--- src/rtl/da_filter_pkg.sv ---
// Shared types and helpers for the distributed-arithmetic FIR back end.
// The helpers here are used by the shift accumulator and its output scaler.
package da_filter_pkg;

  // Accumulator sequencing state.
  typedef enum logic [0:0] {
    IDLE  = 1'b0,
    ACCUM = 1'b1
  } da_state_e;

  // Accumulator width: one full ROM word plus one bit of growth per slice.
  function automatic int acc_width(input int word_w, input int in_w);
    return word_w + in_w;
  endfunction

  // Round half up at bit frac_shift, shift down, then clamp to a signed
  // out_width range. Works on a 64-bit signed value so callers can
  // sign-extend any accumulator width into it.
  function automatic logic signed [63:0] sat_round(input logic signed [63:0] value,
                                                   input int frac_shift,
                                                   input int out_width);
    logic signed [63:0] v;
    logic signed [63:0] hi;
    logic signed [63:0] lo;
    v = value;
    if (frac_shift > 0) begin
      v = v + (64'sd1 <<< (frac_shift - 1));
    end else begin
      v = value;
    end
    v  = v >>> frac_shift;
    hi = (64'sd1 <<< (out_width - 1)) - 64'sd1;
    lo = -(64'sd1 <<< (out_width - 1));
    if (v > hi) begin
      return hi;
    end else if (v < lo) begin
      return lo;
    end else begin
      return v;
    end
  endfunction

endpackage

--- src/rtl/da_shift_accumulator_da_output_scaler.sv ---
// Output scaler for the DA shift accumulator: turns the completed
// accumulator value into the output sample and its valid pulse.
// Build option DA_ACC_ROUND_SAT_EN: round half up and saturate, with one
// extra register stage; otherwise truncate and wrap with a single stage.
module da_output_scaler
  import da_filter_pkg::*;
#(
  parameter int ACC_W      = 32,
  parameter int OUT_WIDTH  = 16,
  parameter int FRAC_SHIFT = 15
) (
  input  logic                        clk,
  input  logic                        rst,
  input  logic                        i_valid,
  input  logic signed [ACC_W-1:0]     i_acc,
  output logic signed [OUT_WIDTH-1:0] o_y,
  output logic                        o_valid
);

  logic signed [OUT_WIDTH-1:0] r_y;
  logic                        r_valid;

`ifdef DA_ACC_ROUND_SAT_EN
  logic signed [ACC_W-1:0] r_acc_p;
  logic                    r_valid_p;

  // Capture the completed sum so rounding/saturation gets its own cycle.
  always_ff @(posedge clk) begin
    if (rst) begin
      r_acc_p   <= '0;
      r_valid_p <= 1'b0;
    end else begin
      r_valid_p <= i_valid;
      if (i_valid) begin
        r_acc_p <= i_acc;
      end
    end
  end

  // Round, saturate and publish; y holds between pulses.
  always_ff @(posedge clk) begin
    if (rst) begin
      r_y     <= '0;
      r_valid <= 1'b0;
    end else begin
      r_valid <= r_valid_p;
      if (r_valid_p) begin
        r_y <= OUT_WIDTH'(sat_round(64'(r_acc_p), FRAC_SHIFT, OUT_WIDTH));
      end
    end
  end
`else
  // Truncate (wrapping) the completed sum and publish; y holds between pulses.
  always_ff @(posedge clk) begin
    if (rst) begin
      r_y     <= '0;
      r_valid <= 1'b0;
    end else begin
      r_valid <= i_valid;
      if (i_valid) begin
        r_y <= OUT_WIDTH'(i_acc >>> FRAC_SHIFT);
      end
    end
  end
`endif

  assign o_y     = r_y;
  assign o_valid = r_valid;

endmodule

--- src/rtl/da_shift_accumulator.sv ---
// DA shift accumulator: consumes one registered ROM word per input bit-slice
// (LSB first), applies fold/sign-slice negation and shift-accumulates into
// one output sample per slice sequence.
// Build option DA_ACC_ROUND_SAT_EN selects the rounding/saturating scaler.
module da_shift_accumulator
  import da_filter_pkg::*;
#(
  parameter int WORD_WIDTH = 16,
  parameter int IN_WIDTH   = 16,
  parameter int OUT_WIDTH  = 16,
  parameter int FRAC_SHIFT = 15
) (
  input  logic                        clk,
  input  logic                        rst,
  input  logic                        slice_valid,
  input  logic                        slice_first,
  input  logic                        addr_msb,
  input  logic [WORD_WIDTH-1:0]       rom_q,
  output logic signed [OUT_WIDTH-1:0] y,
  output logic                        y_valid,
  output logic                        busy
);

  localparam int ACC_W = acc_width(WORD_WIDTH, IN_WIDTH);
  localparam int CNT_W = (IN_WIDTH > 1) ? $clog2(IN_WIDTH) : 1;
  localparam logic [CNT_W-1:0] LAST_IDX = CNT_W'(IN_WIDTH - 1);
  localparam logic [CNT_W-1:0] CNT_ONE  = CNT_W'(1);

  if (FRAC_SHIFT + OUT_WIDTH > ACC_W) begin : g_bad_cfg
    $error("da_shift_accumulator: FRAC_SHIFT + OUT_WIDTH exceeds accumulator width");
  end

  // Control delayed by one cycle so it lines up with the ROM output.
  logic r_valid_d;
  logic r_first_d;
  logic r_msb_d;

  da_state_e              r_state;
  da_state_e              w_state_next;
  logic [CNT_W-1:0]       r_count;
  logic [CNT_W-1:0]       w_count_next;
  logic signed [ACC_W-1:0] r_acc;

  logic [CNT_W-1:0]        w_idx;
  logic                    w_sign_slice;
  logic                    w_neg;
  logic signed [ACC_W-1:0] w_q_ext;
  logic signed [ACC_W-1:0] w_term;
  logic signed [ACC_W-1:0] w_base;
  logic signed [ACC_W-1:0] w_acc_next;
  logic                    w_accept;
  logic                    w_done;

  // Register the control presented alongside the ROM address.
  always_ff @(posedge clk) begin
    if (rst) begin
      r_valid_d <= 1'b0;
      r_first_d <= 1'b0;
      r_msb_d   <= 1'b0;
    end else begin
      r_valid_d <= slice_valid;
      r_first_d <= slice_first;
      r_msb_d   <= addr_msb;
    end
  end

  // A first slice is always slice 0, even when it aborts a partial sum.
  assign w_idx        = r_first_d ? {CNT_W{1'b0}} : r_count;
  assign w_sign_slice = (w_idx == LAST_IDX);
  assign w_neg        = r_msb_d ^ w_sign_slice;
  assign w_q_ext      = {{IN_WIDTH{rom_q[WORD_WIDTH-1]}}, rom_q};
  assign w_term       = w_neg ? -w_q_ext : w_q_ext;
  assign w_base       = r_first_d ? {ACC_W{1'b0}} : r_acc;
  assign w_acc_next   = (w_base >>> 1) + (w_term <<< (IN_WIDTH - 1));
  assign w_accept     = r_valid_d && (r_first_d || (r_state == ACCUM));
  assign w_done       = w_accept && w_sign_slice;

  // Next-state and slice-count decode for each consumed slice.
  always_comb begin
    w_state_next = r_state;
    w_count_next = r_count;
    case (r_state)
      IDLE: begin
        if (r_valid_d && r_first_d) begin
          if (w_done) begin
            w_state_next = IDLE;
            w_count_next = {CNT_W{1'b0}};
          end else begin
            w_state_next = ACCUM;
            w_count_next = CNT_ONE;
          end
        end else begin
          w_state_next = IDLE;
          w_count_next = r_count;
        end
      end
      ACCUM: begin
        if (r_valid_d) begin
          if (w_done) begin
            w_state_next = IDLE;
            w_count_next = {CNT_W{1'b0}};
          end else begin
            w_state_next = ACCUM;
            w_count_next = w_idx + CNT_ONE;
          end
        end else begin
          w_state_next = ACCUM;
          w_count_next = r_count;
        end
      end
      default: begin
        w_state_next = IDLE;
        w_count_next = {CNT_W{1'b0}};
      end
    endcase
  end

  // State, slice count and accumulator registers; gaps hold everything.
  always_ff @(posedge clk) begin
    if (rst) begin
      r_state <= IDLE;
      r_count <= {CNT_W{1'b0}};
      r_acc   <= {ACC_W{1'b0}};
    end else begin
      r_state <= w_state_next;
      r_count <= w_count_next;
      if (w_accept) begin
        r_acc <= w_acc_next;
      end
    end
  end

  assign busy = (r_state == ACCUM) || (r_valid_d && r_first_d);

  da_output_scaler #(
    .ACC_W      (ACC_W),
    .OUT_WIDTH  (OUT_WIDTH),
    .FRAC_SHIFT (FRAC_SHIFT)
  ) u_scaler (
    .clk     (clk),
    .rst     (rst),
    .i_valid (w_done),
    .i_acc   (w_acc_next),
    .o_y     (y),
    .o_valid (y_valid)
  );

endmodule

--- config.mk ---
export PLATFORM = sky130hd
export DESIGN_NAME = da_shift_accumulator
export DESIGN_NICKNAME = d
export VERILOG_FILES = /design/src/rtl/da_filter_pkg.sv /design/src/rtl/da_shift_accumulator_da_output_scaler.sv /design/src/rtl/da_shift_accumulator.sv
export SDC_FILE = /design/constraint.sdc
export NUM_CORES = 1
export LEC_CHECK = 0
export ABC_AREA = 1
export BUFFER_PORTS_ARGS = -buffer_cell sky130_fd_sc_hd__buf_2
export CAP_MARGIN = 30
export CORE_ASPECT_RATIO = 0.6
export CORE_MARGIN = 4
export CORE_UTILIZATION = 40
export DETAILED_ROUTE_END_ITERATION = 8
export HOLD_SLACK_MARGIN = 0.05
export PLACE_DENSITY = 0.66
export SLEW_MARGIN = 10
export SYNTH_ARGS = -nofsm -noshare
export SYNTH_HDL_FRONTEND = slang
export SYNTH_SLANG_ARGS = --single-unit
--- constraint.sdc ---
create_clock -name clk -period 3.01 [get_ports clk]
set_input_delay 0.602 -clock clk [delete_from_list [all_inputs] [get_ports clk]]
set_output_delay 0.602 -clock clk [all_outputs]
set_load 0.01 [all_outputs]
## Word level (Yosys, flattened, before mapping)

Cells that the tools add are included.

- Add/subtract/negate cells: 3
- Equality and inequality tests: 3
- Muxes and demuxes: 12
- Bitwise gates (word level): 2
- Reductions and logical operators: 6

Operator list:

| kind | count |
|---|---|
| $add A31 B32 Y32 | 1 |
| $mux W32 | 1 |
| $mux W17 | 1 |
| $neg A16 Y17 | 1 |
| $mux W4 | 4 |
| $pmux W4 S2 | 1 |
| $add A4 B1 Y4 const B | 1 |
| $eq A4 B4 Y1 const B | 1 |
| $mux W1 | 4 |
| $ne A2 B2 Y1 const B | 2 |
| $logic_and A1 B1 Y1 | 3 |
| $logic_or A1 B1 Y1 | 2 |
| $pmux W1 S2 | 1 |
| $reduce_and A2 Y1 | 1 |
| $not A1 Y1 | 1 |
| $xor A1 B1 Y1 | 1 |

- Register bits after elaboration: 57
- Input port bits: 21
- Output and inout port bits: 18
- Word-level logic and storage cells: 34

## Longest topological paths before layout

- Depth after elaboration: 6
- Mapped depth: 24
- Depth with buffers taken out: 22

## By module

From an unflattened synthesis, not the netlist that was laid out.

- Cells, all modules: 602
- Area total of the unflattened synthesis: 3807.4 um2

By module, submodules not included:

| module | instances | cells an instance | area an instance (um2) | seq. area each (um2) |
|---|---|---|---|---|
| da_shift_accumulator | 1 | 497 | 3040.4 | 780.7 |
| da_output_scaler | 1 | 105 | 767.0 | 340.3 |

## Least setup slack after synthesis

No wires, ideal clock.

- Path kind: register -> register
- Start point: register r_first_d
- End point: register r_acc[27]
- Setup time: 0.111 ns
- Arrival: 2.858 ns
- Data required time: 2.899 ns
- Slack: 0.042 ns
- Cell stages (with the launch flop): 23
- Path buffers: 3
- Clock period less this slack: 2.968 ns
- Path through: dfxtp_1 > buf_6 > clkbuf_1 > nor2_1 > ha_1 > nand4_1 > nand2_1 > nand2_2 > buf_6 > nand2_1 > o21ai_1 > inv_1 > fa_1 > inv_1 > nand3_1 > nand2_1 > nand2_1 > nand2_1 > nand2_1 > nand3_1 > nand3_1 > nand3_1 > inv_1

- Longest elaborated chain between the ends: 5
- Elaborated cells on any way between the ends: 8
- Classes of those cells: add/sub (1); eq/ne (1); mux (3); bitwise (1); reduce/logical (2)

Ends and longest elaborated chain:

| item | line | source |
|---|---|---|
| start, declared | da_shift_accumulator.sv:35 | `logic r_first_d;` |
| start signal, assigned | da_shift_accumulator.sv:62 | `r_first_d <= slice_first;` |
| $mux W4 | da_shift_accumulator.sv:68 | `assign w_idx = r_first_d ? {CNT_W{1'b0}} : r_count;` |
| $eq A4 B4 Y1 | da_shift_accumulator.sv:69 | `assign w_sign_slice = (w_idx == LAST_IDX);` |
| $xor A1 B1 Y1 | da_shift_accumulator.sv:70 | `assign w_neg = r_msb_d ^ w_sign_slice;` |
| $mux W17 | da_shift_accumulator.sv:72 | `assign w_term = w_neg ? -w_q_ext : w_q_ext;` |
| $add A31 B32 Y32 | da_shift_accumulator.sv:74 | `assign w_acc_next = (w_base >>> 1) + (w_term <<< (IN_WIDTH - 1));` |
| end signal, assigned | da_shift_accumulator.sv:123 | `r_acc <= {ACC_W{1'b0}};` |
| end signal, assigned | da_shift_accumulator.sv:128 | `r_acc <= w_acc_next;` |
| end, declared | da_shift_accumulator.sv:42 | `logic signed [ACC_W-1:0] r_acc;` |

Parallel ways exist; a longest one is shown, timed or not.
A chain may end at the register's enable or synchronous reset.

## Worst setup path after layout

- Start point: register r_count[0]
- End point: register r_acc[28]

- Longest elaborated chain between the ends: 5

Ends and longest elaborated chain:

| item | line | source |
|---|---|---|
| start, declared | da_shift_accumulator.sv:40 | `logic [CNT_W-1:0] r_count;` |
| start signal, assigned | da_shift_accumulator.sv:122 | `r_count <= {CNT_W{1'b0}};` |
| start signal, assigned | da_shift_accumulator.sv:126 | `r_count <= w_count_next;` |
| $mux W4 | da_shift_accumulator.sv:68 |  |
| $eq A4 B4 Y1 | da_shift_accumulator.sv:69 |  |
| $xor A1 B1 Y1 | da_shift_accumulator.sv:70 |  |
| $mux W17 | da_shift_accumulator.sv:72 |  |
| $add A31 B32 Y32 | da_shift_accumulator.sv:74 |  |

Every way passes these cells.

==> reports/metrics.yaml <==
dp_cells: 641
drtIter0Drc: 124
seq_power_share: 0.370
grt_usage: 0.165
grt_pass1_vias: 2684
ys_top_cells_by_count: "nand2_1, inv_1, nor2_1"
clock_latency_ns: 0.29
drc_errors: 0
rsz0062_at_grt: "yes"
dieHeight_microns: 76.7
seq_area_frac_synth: 0.261
netlist.area_leader.share: 0.261
combPwrFrac: 0.223
hold_viol: 0
cts_tree: "done"
core_sq_um: 7450
ir_worst_vdd_uv: 226
wl_per_cell_microns: 11.9
ys_seq_elements: 41
use_met2: 0.245
gp_congestion: 0.865
hp-class: "flop to flop"
root_buffer: "clkbuf_16"
synth_area_sq_um: 3150
dp_hpwl_microns: 5990
synth.most_common_cell: "nand2_1"
antenna_found_initial: 0
place_ws_ns: 0.0118
grt_busiest_layer: "met2"
drv_slew: 0
r2r_slack_ns: 0.27
cts_buffer_depth: 2
fin_cells: 653
grt_max_degree: 30
portBuffers: 38
setup_violations: 0
period_share: 0.909
io_pins: 39
start_kind: "flop"
via_per_inst: 4.68
num_vias: 3056
grt_pass1_wl_microns: 12700
synth_fp_nets: 542
slew_headroom: 0.559
die_area_sq_um: 9410
syn_avg_cell_area_sq_um: 6.28
maxCapViolCount: 0
critPathMaxFanout: 9
hold_depth: 2
antennaDiodeCount: 0
row_count: 24
crit_arrival_ns: 2.93
fillers: 812
cts_max_level: 2
end_kind: "flop"
layout.nets: 588
synthCells: 502
yosysWarnings: 0
p_leak_nw: 2.09
use_met3: 0.0434
wirelength_microns: 7760
crit_required_ns: 3.20
tightestPinTransition_ns: 0.660
clock_skew_ns: 0.0113
status: "completed"
met1_usage: 0.240
die_w_microns: 123
finalCriticalPeriod_ns: 2.74
synthTopCellsByArea: "dfxtp_1, nand2_1, inv_1, nor2_1, ha_1"
path_class: "flop to flop"
fin_ws_ns: 0.273
drive_gt1_frac: 0.177
grt_overflow: 0
async_reset_ff_frac: 0
cts_buffers: 5
clkPwrFrac: 0.408
ff2ff_path_depth: 20
synth-edff-count: 0
synthFlopType: "dfxtp_1"
switching_share: 0.294
max_freq_mhz: 365
p_int_mw: 1.08
start_util: 0.423
power.density_nw_per_um2: 407
p_switching_uw: 450
synth_top_cell_by_area: "dfxtp_1"
clk_pin_slew_ns: 0.07
area_growth_pct: 19.2
cts_sinks: 41
drtPass1Iterations: 4
ant_nets: 0
synthDistinctLibCells: 33
==> power by group through the flow <==
stage          clock [mW]  combinational, mW  sequential, mW
2_1_floorplan           0              0.231           0.575
3_3_place_gp            0              0.305           0.576
3_5_place_dp            0              0.308           0.577
4_1_cts             0.631              0.311           0.565
5_1_grt             0.662              0.384           0.567
6_report            0.623              0.340           0.565
==> cell families after synthesis <==
kind of cell | count (synthesis) | share of synthesized area
AO/OA/AOI/OAI | 67 | 0.124
XOR/XNOR | 22 | 0.0612
adder cells (fa/ha/maj) | 19 | 0.0778
buffers and inverters | 124 | 0.167
flip-flops | 41 | 0.261
AND/OR/NAND/NOR | 229 | 0.310
==> through the flow <==
| stage | TNS [ns] | instance area, sq um | util | power, mW | hold slack, ns |
|---|---|---|---|---|---|
| 6_report | 0 | 3760 | 0.504 | 1.53 | 0.474 |
| 5_1_grt | -0.0208 | 3760 | 0.504 | 1.61 | 0.496 |
| 4_1_cts | 0 | 3600 | 0.484 | 1.51 | 0.476 |
| 3_5_place_dp | 0 | 3440 | 0.462 | 0.885 | 0.450 |
| 3_3_place_gp | 0 | 3440 | 0.462 | 0.881 | 0.451 |
| 2_1_floorplan | 0 | 3150 | - | 0.805 | 0.431 |
==> flip-flops by register name, indices dropped and copies added, names as in the netlist <==
register          flops
r_msb_d               1
r_acc                16
u_scaler.o_valid      1
r_first_d             1
r_count               4
u_scaler.o_y         16
r_valid_d             1
r_state               1
==> worst max-delay path, stage by stage (launching register included) <==
cell     delay, ns
dfxtp_2       0.35
inv_1         0.06
nor2_1        0.10
ha_2          0.22
nand4_1       0.12
nand2_2       0.11
nand2_4       0.07
buf_6         0.14
o31ai_1       0.08
xnor2_1       0.14
ha_1          0.37
nand2_1       0.13
inv_1         0.07
a21oi_2       0.15
nor2_1        0.07
nor2_1        0.13
nand2_1       0.07
nand2_1       0.08
nand3_1       0.08
nand2_1       0.08
inv_1         0.03
==> final timing paths <==
path                      to             from
max                r_acc[28]       r_count[0]
min          u_scaler.o_y[2]  u_scaler.o_y[2]
max reg2reg        r_acc[28]       r_count[0]
min reg2reg  u_scaler.o_y[2]  u_scaler.o_y[2]
==> placed cells by master (no fill, tap or decap), types with 2 or more instances in the layout <==
master / synthesis / final
a21oi_1: 26 / 23
a21oi_2: 0 / 3
a31oi_2: 2 / 2
buf_2: 0 / 38
buf_4: 0 / 12
clkbuf_16: 0 / 5
dfxtp_1: 41 / 39
dfxtp_2: 0 / 2
ha_1: 18 / 13
ha_4: 0 / 4
inv_1: 108 / 108
inv_2: 3 / 2
nand2_1: 110 / 103
nand2_2: 1 / 7
nand3_1: 33 / 32
nand3_2: 1 / 2
nand4_1: 2 / 2
nor2_1: 68 / 68
nor2_2: 2 / 2
nor2_4: 2 / 2
nor3_1: 4 / 3
o211ai_2: 2 / 2
o21ai_0: 27 / 27
o21ai_2: 2 / 3
o21bai_1: 5 / 5
xnor2_1: 8 / 8
xor2_1: 14 / 14
==> layout make-up <==
class	count	area, sq um	share of cell area
multi-input cells	337	1900	0.507
flip-flops and latches	41	823	0.219
inverters	111	419	0.112
repair buffers	52	312	0.0829
well taps	104	130	0.0346
clock buffers	6	129	0.0343
clock inverters	2	38.8	0.0103
==> repair_timing <==
item                                    in CTS  in global routing
buffers inserted                             0                  4
gates resized for setup                      0                 26
hold buffers                                 0                  0
endpoints found under the setup margin       0                 24
==> layer usage <==
metal | wire (microns) | vias up
li1 | - | 1631
met1 | 3870 | 1363
met2 | 3400 | 52
met3 | 392 | 10
met4 | 89 | 0
met5 | 0 | -
(Power assumes the default switching activity.)
